$ cat config.mk
export PLATFORM = sky130hd
export DESIGN_NAME = prog_mem_responder
export DESIGN_NICKNAME = d
export VERILOG_FILES = /design/src/rtl/prog_mem_pkg.sv /design/src/rtl/pmem_rr_arbiter.sv /design/src/rtl/prog_mem_responder.sv
export SDC_FILE = /design/constraint.sdc
export NUM_CORES = 1
export LEC_CHECK = 0
export ABC_CLOCK_PERIOD_IN_PS = 8000
export BUFFER_PORTS_ARGS = -buffer_cell sky130_fd_sc_hd__buf_2
export CAP_MARGIN = 20
export CORE_ASPECT_RATIO = 1.4
export CORE_UTILIZATION = 54
export CTS_BUF_LIST = sky130_fd_sc_hd__clkbuf_8 sky130_fd_sc_hd__clkbuf_16
export DETAILED_ROUTE_END_ITERATION = 6
export PLACE_DENSITY = 0.92
export SYNTH_ARGS = -nofsm -noshare
export SYNTH_HDL_FRONTEND = slang
export SYNTH_SLANG_ARGS = --single-unit
export TNS_END_PERCENT = 10
$ cat constraint.sdc
create_clock -name clk -period 8 [get_ports clk]
set_input_delay 1.2 -clock clk [delete_from_list [all_inputs] [get_ports clk]]
set_output_delay 1.2 -clock clk [all_outputs]
set_load 0.02 [all_outputs]
$ cat src/rtl/prog_mem_pkg.sv
// Shared state encoding and default widths for the program-memory responder.
package prog_mem_pkg;

  localparam int DEFAULT_ADDR_BITS = 8;
  localparam int DEFAULT_DATA_BITS = 16;

  typedef enum logic [1:0] {
    IDLE    = 2'd0,
    ACCEPT  = 2'd1,
    READ    = 2'd2,
    RESPOND = 2'd3
  } state_t;

endpackage

$ cat src/rtl/pmem_rr_arbiter.sv
// Combinational round-robin arbiter: the search starts one past last_grant and wraps.
module pmem_rr_arbiter
  import prog_mem_pkg::*;
#(
  parameter int NUM_PORTS = 4,
  parameter int IDX_W     = (NUM_PORTS > 1) ? $clog2(NUM_PORTS) : 1
) (
  input  logic [NUM_PORTS-1:0] request,
  input  logic [IDX_W-1:0]     last_grant,
  output logic [NUM_PORTS-1:0] grant_onehot,
  output logic [IDX_W-1:0]     grant_index,
  output logic                 grant_valid
);

  int cand;

  // NOTE: every output of a combinational block gets a default first; a path
  // that leaves one unassigned infers a latch.
  always_comb begin
    grant_onehot = '0;
    grant_index  = '0;
    grant_valid  = 1'b0;
    cand         = 0;
    for (int k = 1; k <= NUM_PORTS; k++) begin
      cand = int'(last_grant) + k;
      if (cand >= NUM_PORTS) cand = cand - NUM_PORTS;
      if (!grant_valid && request[IDX_W'(cand)]) begin
        grant_valid                 = 1'b1;
        grant_index                 = IDX_W'(cand);
        grant_onehot[IDX_W'(cand)]  = 1'b1;
      end
    end
  end

endmodule

$ cat src/rtl/prog_mem_responder.sv
// Instruction-cache fill responder: round-robin grant, fixed-latency memory read, two-pulse ready.
// Define PROG_MEM_RESP_BOUNDS_CHECK_EN to answer addresses >= PROGRAM_MEM_DEPTH with zero, no memory access.
module prog_mem_responder
  import prog_mem_pkg::*;
#(
  parameter int PROGRAM_MEM_ADDR_BITS = DEFAULT_ADDR_BITS,
  parameter int PROGRAM_MEM_DATA_BITS = DEFAULT_DATA_BITS,
  parameter int NUM_CONSUMERS         = 4,
  parameter int MEM_LATENCY           = 2,
  parameter int PROGRAM_MEM_DEPTH     = 256
) (
  input  logic                                             clk,
  input  logic                                             reset,
  input  logic [NUM_CONSUMERS-1:0]                         consumer_read_valid,
  input  logic [NUM_CONSUMERS*PROGRAM_MEM_ADDR_BITS-1:0]   consumer_read_address,
  output logic [NUM_CONSUMERS-1:0]                         consumer_read_ready,
  output logic [NUM_CONSUMERS*PROGRAM_MEM_DATA_BITS-1:0]   consumer_read_data,
  output logic                                             mem_read_en,
  output logic [PROGRAM_MEM_ADDR_BITS-1:0]                 mem_read_address,
  input  logic [PROGRAM_MEM_DATA_BITS-1:0]                 mem_read_data,
  output logic                                             busy
);

  localparam int AW    = PROGRAM_MEM_ADDR_BITS;
  localparam int DW    = PROGRAM_MEM_DATA_BITS;
  localparam int N     = NUM_CONSUMERS;
  localparam int IDX_W = (N > 1) ? $clog2(N) : 1;
  localparam int CNT_W = $clog2(MEM_LATENCY + 1);
  localparam logic [CNT_W-1:0] CNT_LOAD = CNT_W'(MEM_LATENCY);

`ifdef PROG_MEM_RESP_BOUNDS_CHECK_EN
  localparam bit BOUNDS_CHECK = 1'b1;
`else
  localparam bit BOUNDS_CHECK = 1'b0;
`endif

  state_t           state, state_next;
  logic [IDX_W-1:0] grant_q, last_grant_q, arb_index;
  logic [N-1:0]     arb_onehot;
  logic             arb_valid;
  logic [AW-1:0]    addr_lane [N];
  logic [AW-1:0]    req_addr;
  logic             req_oob;
  logic             oob_q;
  logic [CNT_W-1:0] cnt_q;
  logic [DW-1:0]    lane_q [N];
  logic [N-1:0]     ready_next;
  logic             en_next;
  logic             capture;

  for (genvar i = 0; i < N; i++) begin : g_lane
    assign addr_lane[i]                = consumer_read_address[i*AW +: AW];
    assign consumer_read_data[i*DW +: DW] = lane_q[i];
  end

  assign req_addr = addr_lane[arb_index];
  assign req_oob  = BOUNDS_CHECK && (32'(req_addr) >= 32'(PROGRAM_MEM_DEPTH));

  pmem_rr_arbiter #(.NUM_PORTS(N), .IDX_W(IDX_W)) u_arbiter (
    .request      (consumer_read_valid),
    .last_grant   (last_grant_q),
    .grant_onehot (arb_onehot),
    .grant_index  (arb_index),
    .grant_valid  (arb_valid)
  );

  // NOTE: sequential state uses non-blocking assignments so every register
  // samples the pre-edge values regardless of statement order.
  always_ff @(posedge clk) begin
    if (reset) state <= IDLE;
    else       state <= state_next;
  end

  // Outputs are computed for the state being entered and registered below.
  always_comb begin
    state_next = state;
    ready_next = '0;
    en_next    = 1'b0;
    capture    = 1'b0;
    case (state)
      IDLE: begin
        if (arb_valid) begin
          state_next = ACCEPT;
          ready_next = arb_onehot;
          en_next    = !req_oob;
        end
      end
      ACCEPT: begin
        if (oob_q) begin
          state_next          = RESPOND;
          ready_next[grant_q] = 1'b1;
          capture             = 1'b1;
        end else begin
          state_next = READ;
        end
      end
      READ: begin
        if (cnt_q == CNT_W'(1)) begin
          state_next          = RESPOND;
          ready_next[grant_q] = 1'b1;
          capture             = 1'b1;
        end
      end
      RESPOND: state_next = IDLE;
      default: state_next = IDLE;
    endcase
  end

  // NOTE: the data lanes are architectural outputs that must read zero after
  // reset, so this small register array is reset explicitly.
  always_ff @(posedge clk) begin
    if (reset) begin
      consumer_read_ready <= '0;
      mem_read_en         <= 1'b0;
      mem_read_address    <= '0;
      busy                <= 1'b0;
      grant_q             <= '0;
      last_grant_q        <= IDX_W'(N - 1);
      oob_q               <= 1'b0;
      cnt_q               <= '0;
      for (int i = 0; i < N; i++) lane_q[i] <= '0;
    end else begin
      consumer_read_ready <= ready_next;
      mem_read_en         <= en_next;
      busy                <= (state_next != IDLE);
      if (state == IDLE && arb_valid) begin
        grant_q          <= arb_index;
        oob_q            <= req_oob;
        mem_read_address <= req_addr;
      end
      if (state == ACCEPT)    cnt_q <= CNT_LOAD;
      else if (state == READ) cnt_q <= cnt_q - 1'b1;
      // Out-of-range requests answer zero; the memory bus is never looked at.
      if (capture)            lane_q[grant_q] <= oob_q ? '0 : mem_read_data;
      if (state == RESPOND)   last_grant_q <= grant_q;
    end
  end

endmodule

==> results of run 1 <==
power breakdown:
group          internal (mW)  switching (mW)
Clock                  0.178           0.155
Sequential             0.536          0.0400
Combinational          0.199           0.328
Total                  0.912           0.523
stage by stage:
stage	hold WS (ns)	instances	area (sq um)	setup slack (ns)
after global routing	0.497	569	4930	3.44
after CTS	0.482	568	4910	3.81
after detailed placement	0.470	552	4690	3.83
after global placement	0.459	552	4690	3.98
after floorplan	0.473	340	4000	4.75
final	0.481	569	4930	3.81
critical path: stages (launching register included):
cell and delay, ns:
dfxtp_1 0.72, clkinv_1 0.46, ha_1 0.68, mux4_2 0.66
and2b_4 0.23, nor2_4 0.12, o21a_1 0.67, mux2i_1 0.16
mux2_2 0.30, o21ai_2 0.11
final cells by class:
cell class                 instances  area, sq um
clock inverter                     7         97.6
tap                               95          119
clock buffer                       9          124
fill                             513         2150
timing repair buffer             135          689
inverter                          23         86.3
sequential                        86         2360
multi-input combinational        214         1450
registers in the layout, indices dropped and copies added (netlist names):
signal               flops
busy                     1
cnt_q                    2
consumer_read_ready      4
grant_q                  2
lane_q                  64
last_grant_q             2
mem_read_address         8
mem_read_en              1
state                    2
cell usage after synthesis, drive strengths merged (2+ instances only):
master / instances / area [sq um]
edfxtp: 64 / 1920
nor2: 59 / 229
nand2: 26 / 105
dfxtp: 22 / 440
inv: 22 / 82.6
mux2i: 22 / 220
o21ai: 18 / 116
ha: 13 / 163
a21oi: 9 / 45.0
clkbuf: 9 / 33.8
buf: 8 / 72.6
mux2: 8 / 90.1
nand3: 7 / 35.0
nand2b: 6 / 37.5
a31oi: 5 / 31.3
a22oi: 4 / 30.0
nor2b: 4 / 25.0
o22ai: 4 / 25.0
mux4: 3 / 67.6
nor3: 3 / 20.0
o211ai: 3 / 22.5
or2: 3 / 18.8
o22a: 2 / 17.5
logic make-up after synthesis:
| group | after synthesis | share of synthesized area |
|---|---|---|
| AND/OR/NAND/NOR | 111 | 0.123 |
| flip-flops | 86 | 0.590 |
| AO/OA/AOI/OAI | 56 | 0.101 |
| buffers and inverters | 40 | 0.0481 |
| multiplexers | 33 | 0.0944 |
| adder cells (fa/ha/maj) | 13 | 0.0406 |
| XOR/XNOR | 1 | 0.00219 |
final timing paths:
kind                         endpoint  slack, ns  cells past startpoint
setup reg to reg  mem_read_address[7]       3.81                      9
hold reg to reg   mem_read_address[4]       0.48                      2
setup / recovery  mem_read_address[7]       3.81                      9
hold / removal    mem_read_address[4]       0.48                      2
cell usage in the layout, fill, tap and decap left out, drive strengths merged, types with 6 or more instances in the layout:
cell / count
a21oi: 9
dfxtp: 22
o21ai: 18
mux2i: 22
nand2b: 6
nor2: 59
nand3: 7
buf: 135
edfxtp: 64
ha: 13
mux2: 8
clkbuf: 9
nand2: 26
inv: 25
per-layer routing:
metal	vias to the layer above	wire length (microns)
li1	1464	-
met1	1476	3340
met2	177	5040
met3	31	612
met4	0	336
met5	-	0
==> run metrics, run 1 <==
Starting DRT DRC Count 230; Vias around 3100; Post-synth EDFFs 64; final core occ 0.697; net count after synthesis between 400 and 500; kind of critical path flip-flop to flip-flop; global-route wire length before repair 15000 microns; max_cap viols 0; GRT met3 Usage 0.0562; Worst EP required 8.28 ns; Core Region 7070 sq um; Ports between 100 and 150; total chip power ~1.4 mW; Synth Cell Area ~4000 sq um; clock buffer depth 2; Worst Clk Skew around 0.0082 ns; clk_lat worst skew 0.35 ns; initial antenna violation count 0; pin count of the biggest net entering global routing 19; Critical Path Source last_grant_q[0]; grt peak-use layer met2; prevailing post-synth register cell edfxtp_1; CTS Sinks 86; PwrDens 291 nW/um^2; DIE HEIGHT 104 microns; hold path start mem_read_address[4]; status completed; PortBufs 131; TritonCTS buffer count 9; die footprint 7760 sq um; min cycle time layout ~4.2 ns; Worst setup SP type flip-flop; yosys warns 0; final worst-path cycle share 0.524; worst relative slew slack 0.457; final net count 536; worst-margin pin slew 0.815 ns; clock root buffer clkbuf_8; post-detail-place hpwl 6870 microns; Fmax roughly 240 MHz; # hold bufs at CTS 0; final routed DRC violation total 0; Final Hold Fails 0; post-synthesis cell type count 48; area growth from synthesis to layout 23.1%; Mean Syn Cell Area 11.8 sq um; Synth Instances between 300 and 400; CTS tree built; PostCTS Resize Cnt 0; Final setup viols 0; WL final 9330 microns; Clock transition at path regs approximately 0.09 ns; Final GP Congestion 0.857; Vias/cell 5.53; Hold Crit Class flip-flop to flip-flop; Synth Register Bits 86; Total GRT Usage 0.258; DRT antenna net count 0; FF-to-FF Start last_grant_q[0]; WP data arrival approximately 4.5 ns; Initial Utilization 0.566; Die X ~75 microns; # rows 36; Fin Setup TNS 0 ns; worst vdd ir around 0.00021 V; share of layout cells above drive strength 1 0.376; register area share after synthesis 0.590; Setup Buffers After CTS 0; crit path max fanout 16; Antenna Cells 0; max-slew violations 0; RSZ-0062 raised after global routing false; static leakage power around 2.3 nW; Async SR Flop Fraction 0; htree depth 3; DRT Pass-1 Iters 5; DR WL/cell ~16 microns; number of global-route vias before repair 3163; crit path capture type flip-flop; met1 Track Usage GR 0.270; GR Layer Usage met2 0.458; grt total ovfl 0
(Power assumes the default switching activity.)
==> run 2: changes to the inputs <==
Settings changed: ABC_CLOCK_PERIOD_IN_PS 8000 to 3920, CORE_UTILIZATION 54 to 51, PLACE_DENSITY 0.92 to 0.87.
Clock period 8 ns to 3.92 ns, I/O delays scaled along.
==> run 2 against run 1 <==
Via count shrank 1.1%. Critical path depth shrank 1. Clock skew grew 0.0058 ns. Power grew 94%. Sequential cell count is the same. Worst setup slack lost 3.2 ns. Combinational power grew 110%. Critical path type unchanged. Non-clock buffer count grew 4. Sequential share of layout area grew 0.27 points.
==> run metrics, run 2 (synthesis results as in run 1) <==
global-route wire length before repair 14300 microns (-4.7%); Core Region 7450 sq um (+5.4%); CTS Sinks 86 (unchanged); RSZ-0062 raised after global routing false; DIE HEIGHT 107 microns (+2.8%); Total GRT Usage 0.232 (-0.0263); Int Pwr 1.74 mW (+90%); worst-margin pin slew 0.800 ns (-0.0150 ns); status completed; grt total ovfl 0 (unchanged); WHS Path Cells 2 (unchanged); most flop-heavy register lane_q; crit path max fanout 14 (-2); Initial Utilization 0.537 (-0.0290); Worst EP required 4.21 ns (-4.07 ns); Die X 76.9 microns (+2.8%); Clock transition at path regs 0.09 ns (about the same); NetSw 1.04 mW (+100%); Vias 3113 (-1.1%); worst relative slew slack 0.463 (+0.00642); min cycle time layout 3.28 ns (-0.908 ns); # hold bufs at CTS 0 (unchanged); Ports 132 (unchanged); Layout fillers 582 (+13%); worst vdd ir 0.000479 V (+120%); clk_lat worst skew 0.35 ns (about the same); max-slew violations 0 (unchanged); area growth from synthesis to layout 22.4%; number of global-route vias before repair 2995 (-5.3%); Vias/cell 5.42 (-2.0%); htree depth 3 (unchanged); static leakage power 2.29 nW (-0.42%); crit path capture type flip-flop; Fin Setup TNS 0 ns (unchanged); pre-CTS WS 0.710 ns (-3.12 ns); final cell count without fillers 574 (+0.88%); Worst R2R End mem_read_address[0]; DRT antenna net count 0 (unchanged); Hold Crit Class flip-flop to flip-flop; Starting DRT DRC Count 221 (-3.9%); DR WL/cell 16.0 microns (-2.5%); Seq pwr share 0.415 (+0.014); post-detail-place hpwl 6840 microns (-0.39%); WL final 9170 microns (-1.7%); largest registers lane_q: 64 flops, mem_read_address: 8 flops, consumer_read_ready: 4 flops; sw frac 0.375 (+0.0112); pin count of the biggest net entering global routing 19 (unchanged); final net count 540 (+0.75%); CTS tree built; final worst slack 0.638 ns (-3.17 ns); clock buffer depth 2 (unchanged); Fmax 305 MHz (+28%); Worst setup SP type flip-flop; Final Hold Fails 0 (unchanged); clock root buffer clkbuf_8; worst reg-to-reg setup slack 0.64 ns (-3.17 ns); post-placement cell count 558 (+1.1%); initial antenna violation count 0 (unchanged); Setup Buffers After CTS 0 (unchanged); Largest register FFs 64 (unchanged); Clock power frac 0.190 (-0.042); R2R depth 8 (-1); PostCTS Resize Cnt 0 (unchanged); final worst-path cycle share 0.837 (+0.313); PortBufs 131 (unchanged); Worst Clk Skew 0.0140 ns (+0.00583 ns); Endpoint, Worst Hold mem_read_address[2]; die footprint 8210 sq um (+5.7%); TritonCTS buffer count 9 (unchanged); DRT Pass-1 Iters 4 (-1); FF-to-FF Start last_grant_q[1]; most frequent cells in the layout buf_2, edfxtp_1, nor2_1; max_cap viols 0 (unchanged); Final GP Congestion 0.926 (+8.2%); FF/Latch Area 2360 sq um (unchanged); PwrDens 567 nW/um^2 (+95%); hold path start mem_read_address[2]; total chip power 2.78 mW (+94%); area of the multi-input gates 1450 sq um (unchanged); kind of critical path flip-flop to flip-flop; power share of the combinational group 0.395 (+0.028); hold_ws 0.470 ns (-0.0110 ns); share of layout cells above drive strength 1 0.377 (+0.00183); WP data arrival 3.57 ns (-0.90 ns); Antenna Cells 0 (unchanged); # rows 37 (+2.8%); final routed DRC violation total 0 (unchanged); commonest non-fill, non-tap cell in the layout buf_2; Final setup viols 0 (unchanged)
run 2: through the flow:
stage | utilization | instance area, sq um
after floorplan | - | 4000
after global placement | 0.634 | 4730
after detailed placement | 0.634 | 4730
after CTS | 0.656 | 4890
after global routing | 0.657 | 4900
final | 0.657 | 4900
run 2: metal layers:
layer	global-route usage	part of all wire	vias up
met5	0	0	-
met4	0.132	0.033	0
met3	0.0519	0.069	25
met2	0.407	0.52	157
met1	0.257	0.37	1459
li1	-	-	1472
run 2: power by group through the flow:
stage          Sequential, mW  Combinational, mW  Clock, mW
3_5_place_dp             1.18               1.09          0
3_3_place_gp             1.17               1.06          0
5_1_grt                  1.17               1.19      0.572
2_1_floorplan            1.28              0.750          0
6_report                 1.15               1.10      0.528
4_1_cts                  1.16               1.10      0.533
run 2: how the worst max path moves through the flow:
| stage | from | to | slack [ns] | cells past startpoint |
|---|---|---|---|---|
| floorplan | last_grant_q[0] | mem_read_address[0] | 0.78 | 12 |
| global placement | last_grant_q[1] | mem_read_address[2] | 0.89 | 8 |
| finish | last_grant_q[1] | mem_read_address[0] | 0.64 | 8 |
| global route | last_grant_q[1] | mem_read_address[7] | 0.47 | 8 |
| CTS | last_grant_q[1] | mem_read_address[0] | 0.68 | 8 |
| detailed placement | last_grant_q[1] | mem_read_address[0] | 0.71 | 8 |
run 2: worst max-delay path, cell delays in order (launching register included):
cell and delay, ns:
dfxtp_1 0.34, inv_1 0.15, ha_1 0.59, mux4_2 0.50
or2_1 0.34, nor3_2 0.31, o22a_1 0.47, mux2_2 0.40
o21ai_2 0.11
run 2: cell type report:
type                       instances  area share
timing repair buffer             139       0.146
multi-input combinational        214       0.296
tap                               97      0.0248
sequential                        86       0.482
clock buffer                       9      0.0253
clock inverter                     6     0.00843
inverter                          23      0.0176
